==> src/rtl/mips_pkg.sv <==
// ============================================================================
// Module : mips_pkg
// Desc   : Shared MIPS opcode / ALUOp constants and main-control decode helper.
// Rev    : 1.0  initial release
// ============================================================================
`default_nettype none

package mips_pkg;

   localparam logic [5:0] OP_RTYPE = 6'b000000;
   localparam logic [5:0] OP_LW    = 6'b100011;
   localparam logic [5:0] OP_SW    = 6'b101011;
   localparam logic [5:0] OP_BEQ   = 6'b000100;
   localparam logic [5:0] OP_BNE   = 6'b000101;
   localparam logic [5:0] OP_ADDI  = 6'b001000;

   localparam logic [1:0] ALUOP_ADD   = 2'b00;
   localparam logic [1:0] ALUOP_SUB   = 2'b01;
   localparam logic [1:0] ALUOP_FUNCT = 2'b10;

   localparam int REG_AW = 5;

   typedef struct packed {
      logic       reg_dst;
      logic       alu_src;
      logic       mem_to_reg;
      logic       reg_write;
      logic       mem_read;
      logic       mem_write;
      logic       branch;
      logic       branch_ne;
      logic [1:0] alu_op;
   } ctrl_t;

   localparam ctrl_t CTRL_NOP = '0;

   function automatic ctrl_t decode_ctrl(input logic [5:0] op);
      ctrl_t c;
      c = CTRL_NOP;
      case (op)
         OP_RTYPE: begin
            c.reg_dst   = 1'b1;
            c.reg_write = 1'b1;
            c.alu_op    = ALUOP_FUNCT;
         end
         OP_LW: begin
            c.alu_src    = 1'b1;
            c.mem_to_reg = 1'b1;
            c.reg_write  = 1'b1;
            c.mem_read   = 1'b1;
            c.alu_op     = ALUOP_ADD;
         end
         OP_SW: begin
            c.alu_src   = 1'b1;
            c.mem_write = 1'b1;
            c.alu_op    = ALUOP_ADD;
         end
         OP_BEQ: begin
            c.branch = 1'b1;
            c.alu_op = ALUOP_SUB;
         end
         OP_BNE: begin
            c.branch_ne = 1'b1;
            c.alu_op    = ALUOP_SUB;
         end
         OP_ADDI: begin
            c.alu_src   = 1'b1;
            c.reg_write = 1'b1;
            c.alu_op    = ALUOP_ADD;
         end
         default: c = CTRL_NOP;
      endcase
      return c;
   endfunction

endpackage

`default_nettype wire

==> src/rtl/decode_stage_reg_file.sv <==
// ============================================================================
// Module : reg_file
// Desc   : 2R/1W register file, r0 hardwired zero, synchronous clear.
//          Optional same-cycle write-back bypass under macro WB_BYPASS_EN.
// Rev    : 1.0  initial release
// ============================================================================
`default_nettype none

module reg_file
   import mips_pkg::*;
#(
   parameter int NREGS = 32,
   parameter int DW    = 32
) (
   input  logic              clk,
   input  logic              rst,
   input  logic              i_we,
   input  logic [REG_AW-1:0] i_waddr,
   input  logic [DW-1:0]     i_wdata,
   input  logic [REG_AW-1:0] i_raddr1,
   input  logic [REG_AW-1:0] i_raddr2,
   output logic [DW-1:0]     o_rdata1,
   output logic [DW-1:0]     o_rdata2
);

   // r0 has no storage; reads of it are forced to zero below
   logic [DW-1:0] r_regs [1:NREGS-1];

   logic          w_wr_ok;
   logic [DW-1:0] w_stored1;
   logic [DW-1:0] w_stored2;

   assign w_wr_ok = i_we && (i_waddr != '0) && (int'(i_waddr) < NREGS);

   always_ff @(posedge clk) begin
      if (rst) begin
         for (int i = 1; i < NREGS; i++) begin
            r_regs[i] <= '0;
         end
      end else if (w_wr_ok) begin
         r_regs[i_waddr] <= i_wdata;
      end
   end

   always_comb begin
      w_stored1 = '0;
      w_stored2 = '0;
      if ((i_raddr1 != '0) && (int'(i_raddr1) < NREGS)) w_stored1 = r_regs[i_raddr1];
      if ((i_raddr2 != '0) && (int'(i_raddr2) < NREGS)) w_stored2 = r_regs[i_raddr2];
   end

`ifdef WB_BYPASS_EN
   // Write-first/read-second emulation; suppressed in reset since the write is dropped
   logic w_byp1;
   logic w_byp2;
   assign w_byp1   = !rst && w_wr_ok && (i_waddr == i_raddr1);
   assign w_byp2   = !rst && w_wr_ok && (i_waddr == i_raddr2);
   assign o_rdata1 = w_byp1 ? i_wdata : w_stored1;
   assign o_rdata2 = w_byp2 ? i_wdata : w_stored2;
`else
   assign o_rdata1 = w_stored1;
   assign o_rdata2 = w_stored2;
`endif

endmodule

`default_nettype wire

==> src/rtl/decode_stage.sv <==
// ============================================================================
// Module : decode_stage
// Desc   : MIPS ID stage: register file, main control, sign extend, load-use
//          stall with bubble insertion. Macro WB_BYPASS_EN enables WB bypass.
// Rev    : 1.0  initial release
// ============================================================================
`default_nettype none

module decode_stage
   import mips_pkg::*;
#(
   parameter int NREGS = 32,
   parameter int DW    = 32
) (
   input  logic              clk,
   input  logic              rst,
   input  logic [31:0]       instr,
   input  logic [DW-1:0]     pc4,
   input  logic              wb_we,
   input  logic [4:0]        wb_addr,
   input  logic [DW-1:0]     wb_data,
   input  logic              ex_memread,
   input  logic [4:0]        ex_rt,
   output logic              RegDst,
   output logic              ALUSrc,
   output logic              MemtoReg,
   output logic              RegWrite,
   output logic              MemRead,
   output logic              MemWrite,
   output logic              Branch,
   output logic              BranchNE,
   output logic [1:0]        ALUOp,
   output logic [DW-1:0]     pc4o,
   output logic [DW-1:0]     rd1,
   output logic [DW-1:0]     rd2,
   output logic [DW-1:0]     i015,
   output logic [4:0]        i1620,
   output logic [4:0]        i1115,
   output logic              stall
);

   logic [5:0] w_opcode;
   logic [4:0] w_rs;
   logic [4:0] w_rt;
   logic       w_hazard;
   ctrl_t      w_ctrl_dec;
   ctrl_t      w_ctrl;

   assign w_opcode = instr[31:26];
   assign w_rs     = instr[25:21];
   assign w_rt     = instr[20:16];

   reg_file #(
      .NREGS (NREGS),
      .DW    (DW)
   ) u_reg_file (
      .clk      (clk),
      .rst      (rst),
      .i_we     (wb_we),
      .i_waddr  (wb_addr),
      .i_wdata  (wb_data),
      .i_raddr1 (w_rs),
      .i_raddr2 (w_rt),
      .o_rdata1 (rd1),
      .o_rdata2 (rd2)
   );

   assign w_hazard = ex_memread && (ex_rt != 5'd0) &&
                     ((ex_rt == w_rs) || (ex_rt == w_rt));

   // Bubble: a stalled or reset cycle pushes an all-zero control word into ID/EX
   always_comb begin
      w_ctrl_dec = decode_ctrl(w_opcode);
      w_ctrl     = w_ctrl_dec;
      if (rst || w_hazard) w_ctrl = CTRL_NOP;
   end

   assign RegDst   = w_ctrl.reg_dst;
   assign ALUSrc   = w_ctrl.alu_src;
   assign MemtoReg = w_ctrl.mem_to_reg;
   assign RegWrite = w_ctrl.reg_write;
   assign MemRead  = w_ctrl.mem_read;
   assign MemWrite = w_ctrl.mem_write;
   assign Branch   = w_ctrl.branch;
   assign BranchNE = w_ctrl.branch_ne;
   assign ALUOp    = w_ctrl.alu_op;

   assign stall = !rst && w_hazard;

   assign pc4o  = pc4;
   assign i015  = {{(DW-16){instr[15]}}, instr[15:0]};
   assign i1620 = instr[20:16];
   assign i1115 = instr[15:11];

endmodule

`default_nettype wire

==> config.mk <==
export PLATFORM = sky130hd
export DESIGN_NAME = decode_stage
export DESIGN_NICKNAME = d
export VERILOG_FILES = /design/src/rtl/mips_pkg.sv /design/src/rtl/decode_stage_reg_file.sv /design/src/rtl/decode_stage.sv
export SDC_FILE = /design/constraint.sdc
export NUM_CORES = 2
export LEC_CHECK = 0
export BUFFER_PORTS_ARGS = -buffer_cell sky130_fd_sc_hd__buf_4
export CAP_MARGIN = 20
export CORE_MARGIN = 2
export CORE_UTILIZATION = 58
export CTS_BUF_LIST = sky130_fd_sc_hd__clkbuf_8
export DETAILED_ROUTE_END_ITERATION = 8
export PLACE_DENSITY = 0.79
export SLEW_MARGIN = 10
export SYNTH_ARGS = -nofsm -noshare
export SYNTH_HDL_FRONTEND = slang
export SYNTH_SLANG_ARGS = --single-unit
==> constraint.sdc <==
create_clock -name clk -period 2.4 [get_ports clk]
set_input_delay 0.48 -clock clk [delete_from_list [all_inputs] [get_ports clk]]
set_output_delay 0.48 -clock clk [all_outputs]
set_load 0.01 [all_outputs]
==> results.tsv <==
stage	metric	value	unit
placed_design	port-buffer-count	141	
synth	synthFlopType	edfxtp_1	
worst_setup_path	cpPeakStageDelay	0.48	ns
floorplan	dieArea	98200	um2
run	cap_violations	0	
cells_and_area	fin_cells	5520	
sta	hold_violations	0	
floorplan	initial_core_util	0.585	
status	violations	design-rule violations, negative setup slack	
cells_and_area	final_common_cell	edfxtp_1	
routing	drc_errors	2	
synth	synthSimpleGateAreaFrac	0.133	
cts	cts_tree	yes	
placed_design	hpwl	119	mm
sta	setup_tns	-39.93	ns
worst_setup_path	criticalPathCategory	flip-flop to output pin	
global_routing	grt_pass1_wl	264	mm
cells_and_area	reg_top3	u_reg_file.r_regs x1024	
global_routing	track_usage	0.378	
worst_setup_path	critPathRequiredTime	1.92	ns
cells_and_area	post-route-util	0.696	
placed_design	placed_cell_area	61000	um2
synth	synth-edff-count	1024	
power_and_ir_drop	vdd_ir_drop_max	0.523	mV
cts	path_clk_slew	0.07	ns
sta	rsz0062_at_grt	yes	
floorplan	io_pins	259	
placed_design	place_ws	-0.677	ns
power_and_ir_drop	p_leak	23.8	nW
sta	hold_slack	0.0641	ns
power_and_ir_drop	internal_power	30.8	mW
synth	synth_seq_cells	1024	
worst_setup_path	start_kind	flip-flop	
routing	vias	38600	
worst_setup_path	crit_chain	mux4_2 > mux2i_2 > a221o_1 > a31oi_1 > buf_4 > buf_6	
sta	finalSetupViolCount	74	
routing	wirelength	186	mm
power_and_ir_drop	switching_share	0.268	
worst_setup_path	cp.arrival	2.69	ns
sta	maxSlewViolCount	0	
routing	wl_per_cell	33.8	um
sta	finalCritPeriodShare	1.32	
synth	netlist.area_leader.share	0.554	
routing	viasPerCell	6.99	
floorplan	rows	113	
cts	cts_buffer_depth	3	
cts	cts-htree-levels	4	
worst_setup_path	worst_path_max_delay_cell	mux4_2	
sta	fmax	316	MHz
synth	ys_types	46	
floorplan	die_w	313	um
worst_setup_path	end_kind	output pin	
placed_design	gp_congestion	0.937	
cts	clk_root_buffer_cell	clkbuf_8	
power_and_ir_drop	seqPwrFrac	0.504	
floorplan	die_y	313	um
synth	synth_xor_area_frac	0.00158	
synth	synth.cell_area	55500	um2
synth	syn_inst	3732	
cts	clock-sinks	1024	
cells_and_area	layout_common_cells	edfxtp_1 (1024), and2_1 (994), buf_4 (521)	
floorplan	core_area	94900	um2
synth	muxShareOfSynthArea	0.223	
global_routing	grt_max_degree	33	
routing	first_pass_iters	7	
synth	synth_adder_area_share	0	
cells_and_area	syn_to_final_growth	19.0	%
power_and_ir_drop	power	42.1	mW
power_and_ir_drop	p_sw	11.3	mW
synth	ys_seq_area_frac	0.554	
cells_and_area	drive_gt1_frac	0.377	
routing	drtIter0Drc	6286	
worst_setup_path	path_delay_family	multiplexers	
cells_and_area	largest_register_ffs	1024	
placed_design	dp.cells	5191	
status	status	complete, but fails checks	
cells_and_area	fillers	5949	
power_and_ir_drop	powerDensity	638	nW/um2
worst_setup_path	worst-path-buf-inv	2	
sta	min_period	3.17	ns
sta	tightest_slew	1.05	ns
cells_and_area	largest_register	u_reg_file.r_regs	
synth	synthTopCellsByArea	edfxtp_1 (55%), mux4_2 (18%), and2_1 (11%)	
synth	avgSynthCellArea	14.9	um2
worst_setup_path	crit_fanout	2	
min_path	worstHoldPathType	input port to flip-flop	
cts	cts_buffers	168	
sta	slew_headroom	0.298	
cells_and_area	finalInstanceArea	66000	um2
power_and_ir_drop	clkPwrFrac	0.335	
synth	synth-compound-area-share	0.0432	
routing	antenna_left	0	
sta	setup_slack	-0.765	ns
global_routing	grt_overflow_total	0	
cells_and_area	nets	4234	
synth	yosys.area.top_type	edfxtp_1	
synth	async_flop_share	0	
global_routing	grt_pass1_vias	39200	
synth	ys_warn_count	0	
power_and_ir_drop	power_frac_comb	0.161	
synth	synth_top_family_by_area	multiplexers	
global_routing	antenna_found_initial	8	
[power by group through the flow]
stage / Combinational [mW] / Clock, mW / Sequential (mW)
2_1_floorplan: 3.44 / 0 / 21.3
3_3_place_gp: 5.87 / 0 / 21.5
3_5_place_dp: 5.97 / 0 / 21.6
4_1_cts: 6.41 / 14.1 / 21.2
5_1_grt: 6.92 / 14.9 / 21.3
6_report: 6.77 / 14.1 / 21.2
[final timing paths]
check | cells after the start | end | from
max | 6 | rd2[9] | u_reg_file.r_regs[1][9]
min | 1 | u_reg_file.r_regs[0][0] | wb_data[0]
[per-layer routing]
metal	routed length, um	GRT usage	part of all wire
met2	83400	0.566	0.45
met3	28600	0.114	0.15
met4	13500	0.243	0.072
met1	60800	0.483	0.33
met5	38	0	0.00020
[logic make-up (layout without fill, tap and decap cells)]
| family | Yosys count | count (layout) |
|---|---|---|
| other | 1 | 40 |
| buffers and inverters | 475 | 959 |
| multiplexers | 672 | 672 |
| AO/OA/AOI/OAI | 316 | 316 |
| flip-flops | 1024 | 1024 |
| XOR/XNOR | 10 | 10 |
| AND/OR/NAND/NOR | 1234 | 1234 |
[area by class of cell]
type                    count  area (um2)  area share
diodes                      8        20.0    0.000303
clock buffers             174        2390      0.0363
clock inverters           119         571     0.00864
inverters                   2        11.3    0.000171
multi-input cells        2264       24100       0.365
flip-flops and latches   1024       30700       0.466
well taps                1265        1580      0.0240
repair buffers            664        6580      0.0997
[timing repair]
item | 4_1_cts | 5_1_grt
gates cloned | 2 | 1
pin swaps | 85 | 37
endpoints found under the hold margin | 3 | 0
endpoints found under the setup margin | 75 | 75
buffers inserted | 13 | 20
gates resized for setup | 258 | 78
hold buffers | 3 | 0
[synth_stat cells, types with 37 or more instances]
cell type	n
edfxtp_1	1024
and2_1	994
mux4_2	448
clkbuf_1	264
mux2i_1	192
buf_4	123
nand2_1	102
a22oi_1	64
o2111ai_1	48
buf_2	47
nor2_1	41
nor2b_1	37
No activity file was read; power rests on OpenSTA's default activity.
